--- config.mk ---
export PLATFORM = sky130hd
export DESIGN_NAME = pe_accum_adder_tree
export DESIGN_NICKNAME = d
export VERILOG_FILES = /design/src/rtl/pe_accum_adder_tree.sv
export SDC_FILE = /design/constraint.sdc
export NUM_CORES = 1
export LEC_CHECK = 0
export CAP_MARGIN = 25
export CORE_AREA = 5 5 193 176
export DETAILED_ROUTE_END_ITERATION = 10
export DIE_AREA = 0 0 198 181
export MAX_ROUTING_LAYER = met4
export PLACE_DENSITY_LB_ADDON = 0.12
export SYNTH_ARGS = -nofsm -noshare
export SYNTH_HDL_FRONTEND = slang
export SYNTH_SLANG_ARGS = --single-unit
--- constraint.sdc ---
create_clock -name clk -period 6.2 [get_ports clk]
set_input_delay 0.93 -clock clk [delete_from_list [all_inputs] [get_ports clk]]
set_output_delay 0.93 -clock clk [all_outputs]
set_load 0.02 [all_outputs]
--- src/rtl/pe_accum_adder_tree.sv ---
// Pipelined signed adder tree over NUM lanes with optional saturating multi-beat accumulation.
// Latency $clog2(NUM)+1 cycles, one beat accepted per cycle, no backpressure.
module pe_accum_adder_tree #(
   parameter int SIZE  = 5,
   parameter int NUM   = 40,
   parameter int ACC_W = 32
) (
   input  logic                    clk,
   input  logic                    reset,
   input  logic                    in_valid,
   input  logic                    in_first,
   input  logic                    in_last,
   input  logic                    acc_en,
   input  logic signed [SIZE-1:0]  din [0:NUM-1],
   output logic                    out_valid,
   output logic signed [ACC_W-1:0] dout,
   output logic                    out_sat
);
   localparam int L  = $clog2(NUM);
   localparam int TW = SIZE + L;

   if (NUM < 2) begin : g_chk_num
      $error("NUM must be at least 2");
   end
   if (ACC_W < TW) begin : g_chk_accw
      $error("ACC_W is narrower than the tree sum width");
   end

   // Each level pairs neighbours; an odd leftover is paired with zero, i.e. passed through sign-extended.
   for (genvar l = 1; l <= L; l++) begin : lvl_g
      localparam int PN = (NUM + (1 << (l - 1)) - 1) >> (l - 1);
      localparam int N  = (PN + 1) / 2;
      localparam int W  = SIZE + l;

      logic signed [W-2:0] src    [2*N];
      logic signed [W-1:0] node_d [N];
      logic signed [W-1:0] node_q [N];

      if (l == 1) begin : g_src
         always_comb begin
            for (int i = 0; i < 2*N; i++) src[i] = '0;
            for (int i = 0; i < PN; i++) src[i] = din[i];
         end
      end else begin : g_src
         always_comb begin
            for (int i = 0; i < 2*N; i++) src[i] = '0;
            for (int i = 0; i < PN; i++) src[i] = lvl_g[l-1].node_q[i];
         end
      end

      always_comb begin
         for (int i = 0; i < N; i++) begin
            node_d[i] = $signed({src[2*i][W-2], src[2*i]}) + $signed({src[2*i+1][W-2], src[2*i+1]});
         end
      end

      always_ff @(posedge clk) begin
         node_q <= node_d;
      end
   end

   logic [L-1:0] vld_d, vld_q, first_d, first_q, last_d, last_q, aen_d, aen_q;

   always_comb begin
      vld_d[0]   = in_valid;
      first_d[0] = in_first;
      last_d[0]  = in_last;
      aen_d[0]   = acc_en;
      for (int k = 1; k < L; k++) begin
         vld_d[k]   = vld_q[k-1];
         first_d[k] = first_q[k-1];
         last_d[k]  = last_q[k-1];
         aen_d[k]   = aen_q[k-1];
      end
   end

   always_ff @(posedge clk) begin
      if (reset) vld_q <= '0;
      else       vld_q <= vld_d;
      first_q <= first_d;
      last_q  <= last_d;
      aen_q   <= aen_d;
   end

   typedef enum logic {IDLE, OPEN} state_t;
   state_t state_d, state_q;

   logic signed [TW-1:0]    tree_sum;
   logic signed [ACC_W-1:0] sum_ext, acc_new, acc_d, acc_q, dout_d, dout_q;
   logic signed [ACC_W:0]   wide;
   logic t_vld, t_first, t_last, t_aen;
   logic restart, clamp, sticky_new, sticky_d, sticky_q;
   logic out_valid_d, out_valid_q, out_sat_d, out_sat_q;

   assign tree_sum = lvl_g[L].node_q[0];
   assign t_vld    = vld_q[L-1];
   assign t_first  = first_q[L-1];
   assign t_last   = last_q[L-1];
   assign t_aen    = aen_q[L-1];

   always_comb begin
      state_d     = state_q;
      acc_d       = acc_q;
      sticky_d    = sticky_q;
      out_valid_d = 1'b0;
      dout_d      = dout_q;
      out_sat_d   = out_sat_q;

      sum_ext = ACC_W'(tree_sum);
      restart = t_first | (state_q == IDLE);
      wide    = (ACC_W+1)'(acc_q) + (ACC_W+1)'(sum_ext);
      clamp   = 1'b0;
      acc_new = wide[ACC_W-1:0];
      if (restart) begin
         acc_new = sum_ext;
      end else if (wide[ACC_W] != wide[ACC_W-1]) begin
         clamp   = 1'b1;
         acc_new = wide[ACC_W] ? {1'b1, {(ACC_W-1){1'b0}}} : {1'b0, {(ACC_W-1){1'b1}}};
      end
      sticky_new = (restart ? 1'b0 : sticky_q) | clamp;

      if (t_vld) begin
         if (!t_aen) begin
            out_valid_d = 1'b1;
            dout_d      = sum_ext;
            out_sat_d   = 1'b0;
            state_d     = IDLE;
            sticky_d    = 1'b0;
         end else begin
            acc_d = acc_new;
            if (t_last) begin
               out_valid_d = 1'b1;
               dout_d      = acc_new;
               out_sat_d   = sticky_new;
               state_d     = IDLE;
               sticky_d    = 1'b0;
            end else begin
               state_d  = OPEN;
               sticky_d = sticky_new;
            end
         end
      end
   end

   always_ff @(posedge clk) begin
      if (reset) begin
         state_q     <= IDLE;
         acc_q       <= '0;
         sticky_q    <= 1'b0;
         out_valid_q <= 1'b0;
         dout_q      <= '0;
         out_sat_q   <= 1'b0;
      end else begin
         state_q     <= state_d;
         acc_q       <= acc_d;
         sticky_q    <= sticky_d;
         out_valid_q <= out_valid_d;
         dout_q      <= dout_d;
         out_sat_q   <= out_sat_d;
      end
   end

   assign out_valid = out_valid_q;
   assign dout      = dout_q;
   assign out_sat   = out_sat_q;
endmodule

Yosys cells after proc, flatten, opt, wreduce, memory -nomap -nowiden --
Index checks and enable logic that the tools add are counted.
Cells by class: add/subtract/negate cells 40, eq/ne operators 2, muxes and demuxes 16, bitwise operators 4, reduce and logical (&&, ||, !) cells 3
Operator list (number):
- 32-bit two-way mux | 5
- 5-bit by 5-bit adder with 6-bit output | 20
- 6-bit by 6-bit adder with 7-bit output | 10
- 7-bit by 7-bit adder with 8-bit output | 5
- 32-bit by 11-bit adder with 33-bit output | 1
- 8-bit by 8-bit adder with 9-bit output | 2
- 10-bit by 8-bit adder with 11-bit output | 1
- 1-bit two-way mux | 11
- 9-bit by 9-bit adder with 10-bit output | 1
- 2-bit AND reduction | 2
- 2-bit != test (second input constant) | 1
- 1-bit inverter | 2
- 1-bit bitwise OR | 2
- 2-bit OR reduction | 1
- 1-bit != test | 1
Storage, ports and cells: bits in registers 377, bits of input ports 206, output and inout port bits 34, word-level logic and storage cells 116

Longest topological paths before layout --
Gate-level depths: netlist (run 1).
depth after elaboration 7, mapped depth 14, gate-level depth less buffers 12

Worst setup path before layout (run 1) --
No wires, ideal clock.
path kind flip-flop to flip-flop, start point register lvl_g[6].node_q[10] (netlist bit), end point register acc_q[11], setup time 0.117 ns, arrival time 3.136 ns, required time 6.083 ns, slack 2.947 ns, stages on the path, launching flop included 13, path buffers 2, period minus slack after synthesis 3.253 ns, path through dfxtp_1 ha_1 buf_2 a21oi_1 nor3b_1 a211o_1 a221oi_2 o21a_2 mux2i_2 o21ai_2 buf_4 a21o_1 a22o_1
On the way: cells in the longest elaborated chain, start to end 4, elaborated cells between the ends (all ways) 5, those cells by class 1 x add/sub; 1 x eq/ne; 3 x mux
RTL lines:
- start: declaration | line 37 | logic signed [W-1:0] node_q [N];
- start signal: assignment | line 58 | node_q <= node_d;
- 32-bit by 11-bit adder with 33-bit output | line 111 | wide = (ACC_W+1)'(acc_q) + (ACC_W+1)'(sum_ext);
- 32-bit two-way mux or 1-bit != test (tied branches) | line 118, 116
- 32-bit two-way mux | line 116 | end else if (wide[ACC_W] != wide[ACC_W-1]) begin
- 32-bit two-way mux * | line 114 | if (restart) begin
- end signal: assignment | line 148 | acc_q <= '0;
- end signal: assignment | line 155 | acc_q <= acc_d;
- end: declaration | line 89 | logic signed [ACC_W-1:0] sum_ext, acc_new, acc_d, acc_q, dout_d, dout_q;
Mark *: on every way between the ends. The rest lies on a longest branch, timed or not. A chain may end at the register's enable or synchronous reset.

Worst setup path after layout (run 1) --
start point register lvl_g[6].node_q[10] (netlist bit), end point register acc_q[10]
Same word-level chain as after synthesis.

==> impl_metrics.tcl, run 1 <==
set metrics [dict create \
    hold_path.class "reg2reg" \
    cts_inserted_buffers 40 \
    postCtsSetupBuffers 0 \
    vias 13580 \
    timing.fmax_ghz 0.2353 \
    synthCells 1870 \
    clk_pin_slew_ns 0.06 \
    yosysSeqAreaShare 0.4018 \
    worst_pin_slew_ns 1.041 \
    viasPerCell 5.273 \
    power_mw 9.655 \
    reg2reg_slack_ns 1.95 \
    grt_start_max_net_pins 49 \
    port_buffers 239 \
    num_rows 62 \
    post_cts_resized 0 \
    dr.pass1.iters 5 \
    die_h_um 181 \
    cap_violations 0 \
    vdd_drop_max_uv 258.5 \
    status "finished, final reports clean" \
    min_path_cells 0 \
    totalWireLength_um 37790 \
    ctsLongestPathBuffers 3 \
    core_um2 31650 \
    hold_buffers 0 \
    die_area_um2 35840 \
    grt_pass1_wl_um 63700 \
    leakage_nw 10.68 \
    ys_async_sr_fraction 0 \
    startpoint_type "flop" \
    drc_errors 0 \
    dieWidth_um 198 \
    synth_compound_area_frac 0.1614 \
    critical_path.max_fanout 25 \
    finClkSkew_ns 0.01438 \
    hold_viol 0 \
    drive_gt1_frac 0.05836 \
    setup_viol 0 \
    clkLatencyLatePin_ns 0.52 \
    period_needed_ns 4.251 \
    synthMuxAreaShare 0.02171 \
    netlist.area_leader.share 0.4018 \
    antenna_found_initial 0 \
    switchingPower_mw 3.136 \
    cts_root_buf "clkbuf_16" \
    ys_types 61 \
    hpwl_um 29680 \
    detail_route.wl_per_cell_um 14.68 \
    area_growth_pct 22.74 \
    track_usage 0.2145 \
    h-tree-depth 2 \
    p_int_mw 6.519 \
    min_period_over_period 0.6856 \
    slew-limit-headroom 0.3051 \
    ant_nets 0 \
    rsz0062_at_grt "no" \
    synth-seq-cells 377 \
    start_util 0.5935 \
    critPathCaptureType "flop" \
    r2r_cells 10 \
    synth_edf_count 0 \
    syn_area_per_cell_um2 10.05 \
    hold_ws_ns 0.3237 \
    critPathKind "reg2reg" \
    synthFlopType "dfxtp_1" \
    switching_share 0.3248 \
    p_clk_frac 0.257 \
    synth_top_family_by_area "adder cells" \
    use_met3 0.03371 \
    dp_cells 2501 \
    grt_util_met1 0.2775 \
    power_density_nw_per_um2 418.8 \
    synth_fp_nets 2378 \
    netlist_area_um2 18790 \
    grt_overflow 0 \
    synthAdderAreaFrac 0.2171 \
    top_usage_layer "met2" \
    tns_ns 0 \
    seqPwrFrac 0.361 \
    routabilityCongestion 0.9071 \
    met2_usage 0.3566 \
    nNetsFinal 2636 \
    finalNonFillerCells 2575 \
    ioPinCount 240 \
    yosys.area.top_type "dfxtp_1" \
    clkSinkCount 377 \
    synth_area_leaders "dfxtp_1 (40%), ha_1 (17%), xnor2_1 (6.7%), a21oi_1 (5.1%), inv_1 (4.8%)" \
    cp_data_required_time_ns 6.59 \
    tritoncts "yes" \
    drt_iter0_drc 568 \
    arrival_ns 4.64 \
    power_frac_comb 0.382 \
    synth-xor-area-share 0.08346 \
    synth_simple_gate_area_share 0.05981 \
    ys_warn_count 0 \
    drv_slew 0 \
    n_antenna_cell 0 \
    grt_pass1_vias 14160 \
]
==> cell usage in the layout, fill, tap and decap left out, types with 3 or more instances in the layout <==
cell type and instances:
a22oi_1 4, xnor2_1 143, nor3_1 34, ha_1 262, nand4_1 6, o21ai_0 41, and3_1 3, clkbuf_1 3
nand2_1 76, inv_1 241, a211oi_1 16, a21oi_1 191, nand2b_1 5, nor2_1 49, fa_1 40, dfxtp_1 377
and2_1 4, a31oi_1 7, o21a_1 6, a21o_1 83, o221ai_1 23, a2111oi_0 3, bufinv_16 4, clkinv_2 7
o21bai_1 39, o22ai_1 4, xor2_1 36, mux2_2 35, or3_1 5, clkbuf_16 41, a21boi_0 4, o311ai_0 9
clkdlybuf4s50_1 238, nor2b_1 35, o211ai_1 17, clkbuf_8 14, nand3_1 11
==> state kept, by name, summed over array words and instances, names as in the netlist <==
register	flops
aen_q	6
state_q	1
acc_q	32
dout	32
vld_q	6
out_sat	1
sticky_q	1
first_q	6
lvl_g.node_q	285
last_q	6
out_valid	1
==> synth_stat cells, types with 2 or more instances <==
cell type / instances
a2111oi_0: 3
a211o_1: 2
a211oi_1: 16
a21boi_0: 4
a21o_1: 83
a21oi_1: 191
a21oi_2: 2
a22oi_1: 4
a311oi_1: 2
a31oi_1: 7
and2_1: 4
and3_1: 3
buf_2: 5
clkbuf_1: 19
dfxtp_1: 377
fa_1: 40
ha_1: 262
inv_1: 241
mux2_2: 35
nand2_1: 76
nand2b_1: 5
nand3_1: 11
nand4_1: 6
nor2_1: 49
nor2b_1: 35
nor3_1: 34
nor3b_1: 2
o211ai_1: 17
o21a_1: 6
o21ai_0: 41
o21ai_1: 3
o21bai_1: 39
o221ai_1: 23
o22ai_1: 4
o2bb2ai_1: 2
o311ai_0: 9
o31ai_2: 2
o41ai_2: 2
or3_1: 5
xnor2_1: 143
xor2_1: 36
==> path summary, 6_finish.rpt <==
kind                                     from                         end
setup reg to reg  lvl_g[6].node_q[10]$_DFF_P_      acc_q[10]$_SDFFE_PP0P_
setup / recovery  lvl_g[6].node_q[10]$_DFF_P_      acc_q[10]$_SDFFE_PP0P_
hold reg to reg    lvl_g[3].node_q[6]$_DFF_P_  lvl_g[4].node_q[6]$_DFF_P_
hold / removal     lvl_g[3].node_q[6]$_DFF_P_  lvl_g[4].node_q[6]$_DFF_P_
==> through the flow <==
step	setup slack, ns	cell area, µm²	utilization
2_1_floorplan	2.947	18790	-
3_3_place_gp	2.007	21600	0.6825
3_5_place_dp	1.913	21610	0.6829
4_1_cts	1.906	23040	0.7280
5_1_grt	1.661	23060	0.7285
6_report	1.949	23060	0.7285
==> power by group through the flow <==
stage / clock [mW] / sequential, mW / combinational [mW]
floorplan: 0 / 3.41 / 2.89
global placement: 0 / 3.54 / 3.53
detailed placement: 0 / 3.54 / 3.67
CTS: 2.53 / 3.50 / 3.72
global route: 2.65 / 3.55 / 4.21
finish: 2.48 / 3.49 / 3.69
==> final cells by class <==
type	count	area [µm²]
clock buffers	58	1230
clock inverters	15	198.9
fillers	2388	8593
inverters	242	908.4
multi-input cells	1224	10220
flip-flops and latches	377	7547
well taps	416	520.5
repair buffers	243	2429
==> critical path, stage by stage (launching register included) <==
cell and delay (ns):
dfxtp_1 1.00, ha_1 0.46, a21oi_2 0.20, o21ai_1 0.11, a211o_1 0.32, a221oi_2 0.30, o21a_2 0.25, mux2i_2 0.13
o21ai_2 0.54, nand2_1 0.53, o311ai_0 0.27
==> kinds of logic (layout without fill, tap and decap cells) <==
family	after synthesis	after routing
fa+ha+maj	302	302
simple gates	236	236
xor+xnor	179	179
compound gates	471	471
buf+inv	269	558
flops	377	377
mux	36	36
==> routing by layer <==
metal	wire length, µm	vias to the layer above
li1	-	6937
met1	17210	6234
met2	17800	342
met3	2062	65
met4	712	0
met5	0	-
Note: power is estimated with default switching activity, not from simulation.
==> run 2: changes to the inputs <==
Settings changed: CORE_AREA 5 5 193 176 to 5 5 200 182, DIE_AREA 0 0 198 181 to 0 0 205 187.
Clock period 6.2 ns to 4 ns, I/O delays scaled along.
==> run 2 against run 1 <==
  * Via count decreased by 0.90%
  * Critical path type unchanged
  * Global-route usage fell by 1.7 points
  * Utilization decreased by 4.9 points
  * Non-clock buffer count increased by 10
  * Worst setup slack worse by 1.5 ns
  * Highest routed layer unchanged
  * Clock skew decreased by 0.0018 ns
==> impl_metrics.tcl, run 2 (synthesized netlist as in run 1, its figures left out) <==
set metrics [dict create \
    status "finished, final reports clean" \
    worst_pin_slew_ns 1.011 \
    detail_route.wl_per_cell_um 14.23 \
    slew-limit-headroom 0.3234 \
    drive_gt1_frac 0.05918 \
    tritoncts "yes" \
    largest_register_ffs 285 \
    drc_errors 0 \
    setup.worst_path.start "lvl_g[6].node_q[10]$_DFF_P_" \
    grt_start_max_net_pins 32 \
    critPathKind "reg2reg" \
    die_h_um 187 \
    n_fill_cell 2657 \
    viasPerCell 5.124 \
    finClkSkew_ns 0.01260 \
    tns_ns 0 \
    critPathCaptureType "flop" \
    area_growth_pct 22.55 \
    final_cell_mix "dfxtp_1 (377), ha_1 (262), inv_1 (241), clkdlybuf4s50_1 (238), a21oi_1 (191)" \
    drt_iter0_drc 527 \
    top_register "lvl_g.node_q" \
    period_needed_ns 3.525 \
    ctsLongestPathBuffers 3 \
    hold_viol 0 \
    min_period_over_period 0.8813 \
    finalWorstSetupSlack_ns 0.4749 \
    num_rows 64 \
    power_density_nw_per_um2 634.0 \
    setup.worst_path.end "dout[1]$_SDFFE_PP0P_" \
    r2r_cells 11 \
    timing.fmax_ghz 0.2837 \
    startpoint_type "flop" \
    cp_data_required_time_ns 4.37 \
    clkLatencyLatePin_ns 0.52 \
    h-tree-depth 2 \
    track_usage 0.1974 \
    postCtsSetupBuffers 0 \
    antenna_found_initial 1 \
    ant_nets 0 \
    post_cts_resized 0 \
    arrival_ns 3.90 \
    grt_pass1_wl_um 62500 \
    finalNonFillerCells 2626 \
    dr.pass1.iters 5 \
    cts_root_buf "clkbuf_16" \
    nNetsFinal 2644 \
    r2r_end "dout[1]$_SDFFE_PP0P_" \
    clkSinkCount 377 \
    setup_viol 0 \
    leakage_nw 10.64 \
    reg2reg_slack_ns 0.47 \
    place_ws_ns 0.5117 \
    ioPinCount 240 \
    final_common_cell "dfxtp_1" \
    vdd_drop_max_uv 324.0 \
    clk_pin_slew_ns 0.06 \
    die_area_um2 38340 \
    vias 13460 \
    dp_cells 2558 \
    totalWireLength_um 37370 \
    critical_path.max_fanout 10 \
    drv_slew 0 \
    routabilityCongestion 0.8885 \
    grt_pass1_vias 13590 \
    rsz0062_at_grt "no" \
    dieWidth_um 205 \
    hold_path.class "reg2reg" \
    cap_violations 0 \
    port_buffers 239 \
    grt_overflow 0 \
    hpwl_um 29910 \
    cts_inserted_buffers 38 \
    reg2reg_from "lvl_g[6].node_q[10]$_DFF_P_" \
    power_mw 14.60 \
    start_util 0.5546 \
    core_um2 33870 \
    hold_buffers 0 \
]
-- run 2: layout make-up --
type,count,area [µm²],share of cell area
multi-input cells,1224,10210,0.4437
flip-flops and latches,377,7547,0.3278
repair buffers,253,2492,0.1083
clock buffers,50,1066,0.04631
inverters,242,908.4,0.03946
well taps,462,578.1,0.02511
clock inverters,17,211.5,0.009185
diodes,1,2.502,0.0001087
-- run 2: through the flow --
stage	hold slack [ns]	cell area, µm²	utilization
after floorplan	0.3096	18790	-
after global placement	0.3119	21740	0.6418
after detailed placement	0.3128	21740	0.6418
after CTS	0.3199	23020	0.6796
after global routing	0.3300	23020	0.6796
final	0.3256	23020	0.6796
-- run 2: power by group --
group          leakage, nW  total [mW]  internal (mW)  switching, mW
Clock                0.625        3.58           2.15           1.43
Sequential            3.15        5.39           4.91          0.474
Combinational         6.86        5.63           2.79           2.84
-- run 2: worst min path at each step --
stage / startpoint / to / slack (ns) / cells after the start
after CTS: lvl_g[4].node_q[5]$_DFF_P_ / lvl_g[5].node_q[5]$_DFF_P_ / 0.32 / 0
after global routing: lvl_g[4].node_q[0]$_DFF_P_ / lvl_g[5].node_q[0]$_DFF_P_ / 0.33 / 0
after detailed placement: first_q[1]$_DFF_P_ / first_q[2]$_DFF_P_ / 0.31 / 0
final: lvl_g[4].node_q[5]$_DFF_P_ / lvl_g[5].node_q[5]$_DFF_P_ / 0.33 / 0
after global placement: last_q[1]$_DFF_P_ / last_q[2]$_DFF_P_ / 0.31 / 0
after floorplan: aen_q[0]$_DFF_P_ / aen_q[1]$_DFF_P_ / 0.31 / 0
-- run 2: metal layers --
layer	global-route usage	vias up	wire, µm
met1	0.2619	6141	17530
met3	0.02826	58	1753
met4	0.04508	0	748
met5	-	-	0
li1	-	6969	-
met2	0.3222	288	17340
-- run 2: worst max-delay path, stage by stage, from the launching register on --
cell      delay, ns
dfxtp_1        0.57
buf_4          0.28
ha_1           0.30
nand4_1        0.19
nor3_1         0.33
nand2_1        0.11
o21a_2         0.26
o31ai_2        0.65
buf_4          0.28
nor2_1         0.06
o311ai_1       0.25
a21oi_1        0.10
